**config.mk**
```make
export PLATFORM = sky130hd
export DESIGN_NAME = vga_timing_gen
export DESIGN_NICKNAME = d
export VERILOG_FILES = /design/src/rtl/vga_pkg.sv /design/src/rtl/vga_timing_gen_pixel_tick_gen.sv /design/src/rtl/vga_timing_gen.sv
export SDC_FILE = /design/constraint.sdc
export NUM_CORES = 1
export LEC_CHECK = 0
export CAP_MARGIN = 15
export CORE_UTILIZATION = 58
export DETAILED_ROUTE_END_ITERATION = 16
export GPL_ROUTABILITY_DRIVEN = 0
export PLACE_DENSITY_LB_ADDON = 0.05
export SKIP_CTS_REPAIR_TIMING = 1
export SYNTH_ARGS = -nofsm -noshare
export SYNTH_HDL_FRONTEND = slang
export SYNTH_SLANG_ARGS = --single-unit
```
**constraint.sdc**
```tcl
create_clock -name Clk -period 8.7 [get_ports Clk]
set_input_delay 1.74 -clock Clk [delete_from_list [all_inputs] [get_ports Clk]]
set_output_delay 1.74 -clock Clk [all_outputs]
set_load 0.02 [all_outputs]
```
**src/rtl/vga_pkg.sv**
```systemverilog
// Shared VGA raster types and default 640x480@60 timing.
// Imported by the timing generator and its pixel divider.
package vga_pkg;

    typedef logic [9:0] coord_t;

    localparam int CLK_DIV   = 2;
    localparam bit SYNC_POL  = 1'b0;

    localparam int H_VISIBLE = 640;
    localparam int H_FP      = 16;
    localparam int H_SYNC    = 96;
    localparam int H_BP      = 48;
    localparam int V_VISIBLE = 480;
    localparam int V_FP      = 10;
    localparam int V_SYNC    = 2;
    localparam int V_BP      = 33;

    localparam int H_TOTAL = H_VISIBLE + H_FP + H_SYNC + H_BP;
    localparam int V_TOTAL = V_VISIBLE + V_FP + V_SYNC + V_BP;

endpackage

```
**src/rtl/vga_timing_gen_pixel_tick_gen.sv**
```systemverilog
// Pixel-rate clock enable and registered pixel clock.
// tick marks the Clk edge on which the raster advances.
module pixel_tick_gen #(
    parameter int CLK_DIV = 2
) (
    input  logic Clk,
    input  logic reset_n,
    input  logic en,
    output logic tick,
    output logic pixel_clk
);

    localparam int DW = $clog2(CLK_DIV);
    localparam logic [DW-1:0] LAST = DW'(CLK_DIV - 1);
    localparam logic [DW-1:0] HALF = DW'(CLK_DIV / 2);

    logic [DW-1:0] div;
    logic [DW-1:0] div_next;

    assign tick     = en && (div == LAST);
    assign div_next = tick ? '0 : div + DW'(1);

    // pixel_clk falls with the tick so outputs are stable at its rising edge
    always_ff @(posedge Clk or negedge reset_n) begin
        if (!reset_n) begin
            div       <= '0;
            pixel_clk <= 1'b0;
        end else if (en) begin
            div <= div_next;
            if (tick)
                pixel_clk <= 1'b0;
            else if (div_next == HALF)
                pixel_clk <= 1'b1;
        end
    end

endmodule

```
**src/rtl/vga_timing_gen.sv**
```systemverilog
// VGA raster timing: coordinates, blanking, syncs, line/frame pulses.
// Outputs are decoded from the next counter values and registered on tick.
module vga_timing_gen
    import vga_pkg::*;
#(
    parameter int CLK_DIV   = vga_pkg::CLK_DIV,
    parameter int H_VISIBLE = vga_pkg::H_VISIBLE,
    parameter int H_FP      = vga_pkg::H_FP,
    parameter int H_SYNC    = vga_pkg::H_SYNC,
    parameter int H_BP      = vga_pkg::H_BP,
    parameter int V_VISIBLE = vga_pkg::V_VISIBLE,
    parameter int V_FP      = vga_pkg::V_FP,
    parameter int V_SYNC    = vga_pkg::V_SYNC,
    parameter int V_BP      = vga_pkg::V_BP,
    parameter bit SYNC_POL  = vga_pkg::SYNC_POL
) (
    input  logic        Clk,
    input  logic        reset_n,
    input  logic        en,
    output logic        pixel_clk,
    output logic        hs,
    output logic        vs,
    output logic        blank,
    output coord_t      DrawX,
    output coord_t      DrawY,
    output logic        line_start,
    output logic        frame_start,
    output logic [15:0] frame_count
);

    localparam int H_TOTAL = H_VISIBLE + H_FP + H_SYNC + H_BP;
    localparam int V_TOTAL = V_VISIBLE + V_FP + V_SYNC + V_BP;
    localparam coord_t H_LAST = coord_t'(H_TOTAL - 1);
    localparam coord_t V_LAST = coord_t'(V_TOTAL - 1);
    localparam int HS_BEG = H_VISIBLE + H_FP;
    localparam int HS_END = HS_BEG + H_SYNC;
    localparam int VS_BEG = V_VISIBLE + V_FP;
    localparam int VS_END = VS_BEG + V_SYNC;

    if (H_TOTAL > 1024 || V_TOTAL > 1024) begin : g_total_chk
        $error("vga_timing_gen: H_TOTAL and V_TOTAL must be <= 1024");
    end
    if (CLK_DIV < 2) begin : g_div_chk
        $error("vga_timing_gen: CLK_DIV must be >= 2");
    end

    logic   tick;
    coord_t hc;
    coord_t vc;
    coord_t hc_next;
    coord_t vc_next;
    logic   hs_on;
    logic   vs_on;
    logic   home;

    pixel_tick_gen #(
        .CLK_DIV (CLK_DIV)
    ) u_tick (
        .Clk       (Clk),
        .reset_n   (reset_n),
        .en        (en),
        .tick      (tick),
        .pixel_clk (pixel_clk)
    );

    always_comb begin
        hc_next = hc;
        vc_next = vc;
        if (tick) begin
            hc_next = (hc == H_LAST) ? '0 : hc + coord_t'(1);
            if (hc == H_LAST)
                vc_next = (vc == V_LAST) ? '0 : vc + coord_t'(1);
        end
    end

    assign hs_on = (int'(hc_next) >= HS_BEG) && (int'(hc_next) < HS_END);
    assign vs_on = (int'(vc_next) >= VS_BEG) && (int'(vc_next) < VS_END);
    assign home  = (hc_next == '0) && (vc_next == '0);

    // counters start at the last position so the first tick lands on (0,0)
    always_ff @(posedge Clk or negedge reset_n) begin
        if (!reset_n) begin
            hc          <= H_LAST;
            vc          <= V_LAST;
            DrawX       <= '0;
            DrawY       <= '0;
            blank       <= 1'b0;
            hs          <= ~SYNC_POL;
            vs          <= ~SYNC_POL;
            line_start  <= 1'b0;
            frame_start <= 1'b0;
            frame_count <= '0;
        end else begin
            line_start  <= 1'b0;
            frame_start <= 1'b0;
            if (tick) begin
                hc          <= hc_next;
                vc          <= vc_next;
                DrawX       <= hc_next;
                DrawY       <= vc_next;
                blank       <= (int'(hc_next) < H_VISIBLE) &&
                               (int'(vc_next) < V_VISIBLE);
                hs          <= hs_on ? SYNC_POL : ~SYNC_POL;
                vs          <= vs_on ? SYNC_POL : ~SYNC_POL;
                line_start  <= (hc_next == '0);
                frame_start <= home;
                if (home)
                    frame_count <= frame_count + 16'd1;
            end
        end
    end

endmodule
```
# == Yosys cells after proc, flatten, opt, wreduce, memory -nomap -nowiden ==
# Cells that the tools add are included.
# totals
word_cells,46
regBits,63
# classes
n_lt_le_gt_ge,6
mux,12
n_reduce_logical,10
n_eq_ne,2
n_addsub,4
# ops
op,n
2-to-1 mux 10 bit,5
"adder 10 x 1 -> 10 bit, second input constant",2
"equality test 10 bit, second input constant",2
zero test 10 bit,2
"less-than comparator 10 bit, second input constant",2
"less-than comparator 10 x 9 -> 1 bit, second input constant",2
"adder 16 x 1 -> 16 bit, second input constant",1
"greater-or-equal comparator 10 bit, second input constant",1
"greater-or-equal comparator 10 x 9 -> 1 bit, second input constant",1
2-to-1 mux 1 bit,7
logical AND 1 bit,5
AND reduction 2 bit,2
nonzero test 2 bit,1
"adder 1 bit, second input constant",1

# == Longest topological paths before layout ==
# Gate-level depths: netlist (run 1).
# logic_depth
depth_word,7
depth_mapped,11
ltp_nobuf,10

# == Modules after synthesis ==
# A second synthesis (run 1) with hierarchy kept.
# unflattened
cells_unflattened,315
area_unflattened_um2,3079.2
# modules_own_cells
mod,n_inst,cells_per_inst,area_per_inst_um2,seq_area_each_um2
vga_timing_gen,1,309,2999.1,1291.2
pixel_tick_gen,1,6,80.1,50.0

# == Least setup slack after synthesis (run 1) ==
# No wires, ideal clock.
# synth_timing
path_type,input -> register
startpoint,input port en
endpoint,register frame_count[1]
stages,8
arrival_time_ns,3.921
n_path_buf,1
setup_slack_ns,4.654
path_cell_list,nand3_4 -> nor4_2 -> o311a_2 -> o221ai_2 -> or4_1 -> or3_1 -> buf_6 -> mux2_4
# synth_via
elab_chain_cells,5
# synth_lines
element,line_no,rtl
start: declaration,vga_timing_gen.sv:19,"input logic en,"
logical AND 1 bit *,vga_timing_gen_pixel_tick_gen.sv:20,assign tick = en && (div == LAST);
2-to-1 mux 10 bit,vga_timing_gen.sv:69,if (tick) begin
zero test 10 bit,vga_timing_gen.sv:78,assign home = (hc_next == '0) && (vc_next == '0);
logical AND 1 bit,vga_timing_gen.sv:78,
AND reduction 2 bit (no line) *,--,
end signal: assignment,vga_timing_gen.sv:108,frame_count <= frame_count + 16'd1;
end: declaration,vga_timing_gen.sv:28,output logic [15:0] frame_count
# Every way passes the cells marked *; elsewhere a longest branch is shown, timed or not.
# A chain may end at the register's enable or synchronous reset.

# == Worst setup path after layout (run 1) ==
# layout_timing
startpoint,input port en
endpoint,register frame_count[8]
# The elaborated chain is that of the path after synthesis.

==> results of run 1 <==
worst paths after layout:
kind	end	cells after the start	startpoint	slack (ns)
min	frame_count[15]	1	frame_count[15]	0.48
max reg2reg	frame_count[8]	9	hc[0]	4.84
max	frame_count[8]	9	en	3.74
min in group asynchronous	frame_count[13]	2	reset_n	1.53
max in group asynchronous	DrawX[9]	2	reset_n	6.74
min reg2reg	frame_count[15]	1	frame_count[15]	0.48
state kept, by name, summed over array words and instances (netlist names), 3 cells and up:
signal and flops:
DrawX 10, frame_count 16, hc 7, DrawY 10, vc 3
worst register-to-register path, cell delays in order, from the launching register on:
cell and delay (ns):
dfstp_2 0.61, ha_1 0.25, and3_1 0.48, nand4_4 0.24
or3_4 0.44, mux2_4 0.32, or4_1 0.49, nor3_2 0.54
nand4_1 0.20, xnor2_1 0.21
cell families after synthesis:
kind of cell / Yosys count
AO/OA/AOI/OAI: 59
flip-flops: 53
multiplexers: 4
adder cells (fa/ha/maj): 4
XOR/XNOR: 28
AND/OR/NAND/NOR: 126
buffers and inverters: 35
per-layer routing:
metal	part of all wire	vias to the layer above	routed length, µm	track usage
met4	0.021	0	136	0.1004
met3	0.057	15	361	0.04938
met2	0.46	93	2928	0.3976
li1	-	1152	-	-
met1	0.46	1134	2911	0.3502
met5	0	-	0	0
synthesized netlist by cell type (all sizes together) (3+ instances only):
cell    number  area (µm²)
o31ai        4       30.03
dfstp       12       315.3
a211oi       5       37.54
a31oi        3       18.77
buf         17       120.1
xnor2       21       183.9
nand3       13       77.58
nor3         5       30.03
dfrtp       41        1026
a21oi        9       48.80
xor2         7       61.31
ha           4       50.05
and2         4       26.28
inv         12       45.04
or3          5       36.28
mux2         3       41.29
and3        15       96.34
a22o         3       26.28
nor2        21       83.83
nand2       33       123.9
nor4         4       31.28
o21ai       23       115.1
clkbuf       6       22.52
or4          5       45.04
nand4       14       102.6
stage by stage:
stage | hold WS (ns) | power, µW | util | instance area (µm²)
6_report | 0.4780 | 640.3 | 0.7135 | 3460
5_1_grt | 0.4960 | 676.0 | 0.7135 | 3460
4_1_cts | 0.4803 | 643.9 | 0.7135 | 3460
3_5_place_dp | 0.4615 | 500.5 | 0.6939 | 3364
3_3_place_gp | 0.4596 | 498.8 | 0.6939 | 3364
2_1_floorplan | 0.4966 | 432.9 | - | 2980
layout make-up:
| type | count | area [µm²] |
|---|---|---|
| inverters | 12 | 45.04 |
| well taps | 67 | 83.83 |
| flip-flops and latches | 53 | 1341 |
| clock inverters | 3 | 26.28 |
| clock buffers | 5 | 68.82 |
| fillers | 388 | 1389 |
| repair buffers | 45 | 442.9 |
| multi-input cells | 221 | 1451 |
power by group:
part,switching (µW),internal [µW],total (µW)
Sequential,38.4,288,327
Combinational,94.7,74.9,170
Clock,85.5,58.6,144
==> results.md, run 1 <==
* DR DRC count at 0
* Period utilisation layout at 0.5699
* Multiplexer share of the synthesized area at 0.01721
* # setup viols final at 0
* Syn-to-layout area delta at 16.08%
* Root buffer cell: clkbuf_8
* Synth Area in Compound Gates at 0.1297
* Antenna violations before repair at 0
* Synth Area in Adders at 0.01679
* Fmax at 201.7 MHz
* CP Launch Type: input port
* Commonest non-fill, non-tap cell in the layout: clkdlybuf4s50_1
* Max-cap violations at 0
* GRT Util Overall at 0.2549
* Rows at 25
* Ys Warns at 0
* Fin. Hold Viols at 0
* Die X at 73.69 µm
* Worst-Margin Slew at 0.9607 ns
* Core region area at 4848 µm²
* Clk buf depth at 2
* Routed Antenna Nets at 0
* Starting Density at 0.6147
* Gate count after technology mapping at 309
* Crit-path max FO at 12
* Post-DP HPWL at 4533 µm
* Global route total overflow at 0
* Max Slew Vio Count at 0
* Layout cells sized above 1 at 0.1239
* Required time worst endpoint at 8.92 ns
* Clock Sink Count at 53
* Status: finished clean
* Final Instance Count excl. Fillers at 406
* Initial DRC count at 177
* Sequential fraction of the synthesis area at 0.4500
* Dpl ws at 3.406 ns
* Largest family of logic cells by synthesized area: simple AND/OR/NAND/NOR gates
* Final WL at 6337 µm
* Critical Path, Cell by Cell: clkdlybuf4s50_1 -> nand3_4 -> nor4_2 -> o311a_2 -> o221ai_2 -> or4_1 -> nor3_2 -> nand4_1 -> xnor2_1
* Crit Path Class: in2reg
* CTS tree: yes
* #FFs+latches synth at 53
* Setup TNS at 0 ns
* Unrepaired setup endpoints after global routing: no
* Port-buffer cells at 44
* Worst skew pair latency at 0.31 ns
* Synth Area in XOR/XNOR at 0.08228
* H-tree levels at 2
* Pre-antenna DRT Iters at 4
* Critical path endpoint category: register
* Max-slew headroom at 0.3542
* PnR worst setup slack at 3.742 ns
* Largest net degree at the start of global routing at 54
* Diodes inserted at 0
* Avg WL per Cell at 15.61 µm
* Pwr per Cell Area at 185.1 nW/µm²
* Mapped Area at 2980 µm²
* Hold/Removal Path Class: reg2reg
* First-pass GRT wire length at 10670 µm
* Vias at 2394
* Worst Path Buf+Inv at 1
* Min cycle time layout at 4.958 ns
* Maximum vdd drop at 0.1495 mV
* Clock Skew at 0.01098 ns
* Placed cells at 398
* Top delay family on crit path: simple AND/OR/NAND/NOR gates
* Clock Pin Slew Worst Setup and Hold Paths at 0.10 ns
* Leak at 0.001456 µW
* Ys flop type: dfrtp_1
* Mean Syn Cell Area at 9.645 µm²
* # nets final at 345
* Number of distinct library cells after synthesis at 59
* CP Data Arrival Time at 5.18 ns
* Boundary Pins at 45
* Clock buffer count from CTS at 5
* Ys async rst share at 1.000
* DIE AREA at 5429 µm²
* Number of synthesized flops with an enable pin at 0
* Max incr delay on CP at 0.85 ns
* Die H at 73.69 µm
* Simple-Gate Fraction of Synth Area at 0.2410
* Syn Nets at 316
* CP max stage cell: nor4_2
* Via density at 5.897
* Most frequent cells in the layout: clkdlybuf4s50_1 (43), dfrtp_1 (41), nand2_1 (33)
* Vias in the first global route at 2255
(Power assumes the default switching activity.)
==> run 2: changes to the inputs <==
- CORE_UTILIZATION: 58 -> 49
- clock period: 8.7 -> 4.3 ns (I/O delays scaled with it)
==> run 2 against run 1 <==
Against the previous run:
- register-to-register slack got worse by 4.0 ns
- non-clock buffer count grew 4
- design area is 1.2% higher
- hold slack improved by 0.0076 ns
- die area up 18%
- clock power is 110% higher
- core utilization decreased by 12 points
- combinational power rose by 110%
- via count rose by 1.0%
- cell count increased by 3.0%
- global-route usage shrank 3.1 points
==> results.md, run 2 (synthesis results as in run 1) <==
* Critical path endpoint category: register
* Pwr per Cell Area at 375.6 nW/µm²
* Most frequent cells in the layout: clkdlybuf4s50_1 (43), dfrtp_1 (41), nand2_1 (33)
* Clock Sink Count at 53
* Fin. Hold Viols at 0
* Clk buf depth at 2
* FF-to-FF Start: hc[1]
* Vias at 2418
* Period utilisation layout at 0.8283
* Commonest non-fill, non-tap cell in the layout: clkdlybuf4s50_1
* Initial DRC count at 209
* Syn-to-layout area delta at 17.42%
* Layout cells sized above 1 at 0.1341
* Top delay family on crit path: simple AND/OR/NAND/NOR gates
* R2R setup slack at 0.81 ns
* Status: finished clean
* Worst skew pair latency at 0.31 ns
* DIE AREA at 6398 µm²
* Core region area at 5886 µm²
* Root buffer cell: clkbuf_8
* Rows at 28
* Pre-antenna DRT Iters at 4
* # setup viols final at 0
* Final hold slack at 0.4855 ns
* H-tree levels at 2
* Final WL at 6607 µm
* Hold/Removal Path Class: in2async
* Worst-Margin Slew at 0.6359 ns
* GRT Util Overall at 0.2241
* Max Slew Vio Count at 0
* Avg WL per Cell at 15.81 µm
* Final core occ at 0.5946
* RR Endpoint: frame_count[1]
* # nets final at 349
* Vias in the first global route at 2254
* CP Data Arrival Time at 3.77 ns
* Starting Density at 0.5064
* Largest net degree at the start of global routing at 33
* Diodes inserted at 0
* Maximum vdd drop at 0.2207 mV
* Fmax at 280.8 MHz
* Setup TNS at 0 ns
* CTS tree: yes
* Global route total overflow at 0
* Worst Path Buf+Inv at 1
* DR DRC count at 0
* Fillcell total at 525
* First-pass GRT wire length at 11010 µm
* Crit Path Class: in2reg
* Routed Antenna Nets at 0
* CP Launch Type: input port
* Leak at 0.001483 µW
* Max-cap violations at 0
* Antenna violations before repair at 0
* Min cycle time layout at 3.562 ns
* CP max stage cell: clkdlybuf4s50_1
* Max-slew headroom at 0.5728
* Die H at 79.99 µm
* Max incr delay on CP at 0.62 ns
* Reg2Reg Depth at 8
* Biggest register: frame_count
* Via density at 5.785
* Boundary Pins at 45
* Max reg flops at 16
* Clock buffer count from CTS at 5
* Clock Pin Slew Worst Setup and Hold Paths at 0.11 ns
* Clock Skew at 0.009744 ns
* Post-DP HPWL at 4847 µm
* Die X at 79.99 µm
* Crit-path max FO at 9
* Top Registers: frame_count (16), DrawX (10), DrawY (10)
* Unrepaired setup endpoints after global routing: no
* Required time worst endpoint at 4.51 ns
* Critical Path, Cell by Cell: clkdlybuf4s50_1 -> and3_2 -> nand4_4 -> nor4_1 -> xor2_1 -> or4_1 -> or3_1 -> mux2_4
* Port-buffer cells at 44
## run 2: cell count changes in the layout (fill, tap and decap cells not counted)
cell        delta
inv_8          -1
clkinv_4       +2
clkinvlp_4     -2
inv_6          +1
buf_4          +4
## run 2: power breakdown
group	total [µW]	internal, µW	leakage [µW]	switching (µW)
combinational	354	158	0.000765	196
clock	299	119	0.0000487	179
sequential	662	583	0.000669	78.8
## run 2: layer usage
layer	track usage	share of wire	routed length, µm	vias up
li1	-	-	-	1160
met1	0.3111	0.46	3008	1154
met2	0.3641	0.47	3118	93
met3	0.03543	0.056	371	11
met4	0.05893	0.016	108	0
met5	0	0	0	-
## run 2: final cells by class
cell class                 instances  area [µm²]  share of cell area
inverter                          12       45.04             0.01287
multi-input combinational        221        1451              0.4147
sequential                        53        1341              0.3833
tap                               75       93.84             0.02681
timing repair buffer              49       473.0              0.1351
clock buffer                       5       68.82             0.01966
clock inverter                     3       26.28            0.007508
## run 2: how the worst max path moves through the flow
| stage | startpoint | to | slack (ns) | depth (start not counted) |
|---|---|---|---|---|
| 2_1_floorplan | en | frame_count[1] | 1.13 | 8 |
| 3_3_place_gp | en | frame_count[1] | 0.41 | 8 |
| 3_5_place_dp | en | frame_count[1] | 0.40 | 8 |
| 4_1_cts | en | frame_count[1] | 0.74 | 8 |
| 5_1_grt | hc[1] | frame_count[1] | 0.58 | 8 |
| 6_report | en | frame_count[1] | 0.74 | 8 |
## run 2: per-stage QoR
step,total power [µW],std cells,instance area (µm²),worst slack (ns)
after global placement,1020,410,3405,0.4082
after CTS,1325,418,3500,0.7402
after floorplan,875.8,309,2980,1.134
after detailed placement,1024,410,3405,0.3960
final,1315,418,3500,0.7384
after global routing,1387,418,3500,0.5827
==> run 3: changes to the inputs <==
- clock period: 4.3 -> 3.1 ns (I/O delays scaled with it)
==> run 3 against run 2 <==
Against the previous run:
- die area unchanged
- combinational power up 70%
- first-iteration DRC count up 0.48%
- sequential power is 36% higher
- critical endpoint is now frame_count[8]
- largest cell class unchanged
==> results.md, run 3 (synthesis results as in run 1) <==
* Status: finished clean
* Port-buffer cells at 44
* Layout cells sized above 1 at 0.2289
* Reg2Reg Depth at 10
* First-pass GRT wire length at 11860 µm
* Worst skew pair latency at 0.31 ns
* Crit Path Class: reg2reg
* CTS tree: yes
* DIE AREA at 6398 µm²
* Antenna violations before repair at 0
* Rows at 28
* Max-cap violations at 0
* Diodes inserted at 0
* FF-to-FF Start: hc[1]
* Syn-to-layout area delta at 28.17%
* Via density at 5.736
* Maximum vdd drop at 0.3633 mV
* Leak at 0.001671 µW
* Boundary Pins at 45
* Max Slew Vio Count at 0
* Initial DRC count at 210
* Switching part of the total power at 0.3375
* Clock buffer count from CTS at 5
* Biggest register: frame_count
* GRT Util Overall at 0.2377
* Root buffer cell: clkbuf_8
* Max-slew headroom at 0.5419
* Clock Sink Count at 53
* # nets final at 386
* Commonest non-fill, non-tap cell in the layout: clkdlybuf4s50_1
* Pre-antenna DRT Iters at 4
* CP Launch Type: register
* Global route total overflow at 0
* Hold/Removal Path Class: in2async
* Vias at 2610
* Worst-Margin Slew at 0.6819 ns
* Period utilisation layout at 0.9818
* Fillcell total at 491
* Fmax at 328.6 MHz
* Power share of the combinational group at 0.316
* Top Registers: frame_count (16), DrawX (10), DrawY (10)
* Vias in the first global route at 2452
* Flop pwr share at 0.474
* Final instance area at 3820 µm²
* Largest net degree at the start of global routing at 30
* Area post-placement at 3669 µm²
* Routed Antenna Nets at 0
* Min cycle time layout at 3.044 ns
* Pwr per Cell Area at 498.2 nW/µm²
* RR Endpoint: frame_count[8]
* DR DRC count at 0
* Clock Pin Slew Worst Setup and Hold Paths at 0.11 ns
* Post-DP HPWL at 5276 µm
* Crit path to: frame_count[8]
* Clock share of power at 0.210
* Die X at 79.99 µm
* Final WL at 7159 µm
* Starting Density at 0.5064
* Clk buf depth at 2
* H-tree levels at 2
* Most frequent cells in the layout: clkdlybuf4s50_1 (42), dfrtp_1 (41), buf_4 (41)
* Core region area at 5886 µm²
* Fin. Hold Viols at 0
* Critical path endpoint category: register
* Net switching power at 642.3 µW
* # setup viols final at 0
* R2R setup slack at 0.06 ns
* Clock Skew at 0.01230 ns
* Max reg flops at 16
* Required time worst endpoint at 3.29 ns
* Avg WL per Cell at 15.73 µm
* Worst Setup SP: hc[1]
* Crit-path max FO at 6
* Final hold slack at 0.09909 ns
* CP Data Arrival Time at 3.23 ns
* Cell-internal power at 1261 µW
* Die H at 79.99 µm
-- run 3: critical path: stages (launching register included) --
cell,delay [ns]
dfstp_2,0.58
ha_4,0.15
and3_4,0.21
nand4_4,0.11
or3_4,0.36
mux2_4,0.31
or4_4,0.50
nor3_4,0.26
buf_6,0.15
nand4_1,0.12
xnor2_1,0.15
-- run 3: worst min-delay path by stage --
stage	start	cells past startpoint	slack, ns	endpoint
final	reset_n	1	0.1	DrawY[5]
after global routing	reset_n	1	0.08	DrawY[5]
after CTS	reset_n	1	0.09	DrawY[5]
after detailed placement	reset_n	1	0.42	DrawY[5]
after global placement	reset_n	1	0.42	DrawY[5]
after floorplan	reset_n	0	0.32	DrawX[0]
-- run 3: layer usage --
layer	global-route usage	wire [µm]
met4	0.05714	93
met5	0	0
met2	0.3983	3466
met3	0.03543	289
met1	0.3222	3309
-- run 3: power groups by stage --
stage,Sequential (µW),Clock [µW],Combinational [µW]
3_5_place_dp,905,0,568
5_1_grt,917,442,646
4_1_cts,893,415,569
2_1_floorplan,951,0,265
6_report,902,399,602
3_3_place_gp,904,0,561
-- run 3: cell type report --
| cell class | count | area (µm²) | area share |
|---|---|---|---|
| Inverter | 12 | 45.04 | 0.01179 |
| Clock inverter | 3 | 21.27 | 0.005568 |
| Timing Repair Buffer | 86 | 757.0 | 0.1982 |
| Multi-Input combinational cell | 221 | 1493 | 0.3908 |
| Tap cell | 75 | 93.84 | 0.02457 |
| Clock buffer | 5 | 68.82 | 0.01802 |
| Sequential cell | 53 | 1341 | 0.3511 |
-- run 3: metrics by stage --
| stage | power [µW] | utilization | setup TNS [ns] | std cells | worst slack [ns] |
|---|---|---|---|---|---|
| after CTS | 1878 | 0.6386 | -0.1167 | 452 | -0.04976 |
| final | 1903 | 0.6490 | 0 | 455 | 0.05639 |
| after floorplan | 1216 | - | 0 | 309 | 0.05960 |
| after global routing | 2005 | 0.6490 | -0.1148 | 455 | -0.03743 |
| after detailed placement | 1473 | 0.6233 | -5.096 | 444 | -0.3657 |
| after global placement | 1465 | 0.6233 | -4.027 | 444 | -0.2991 |
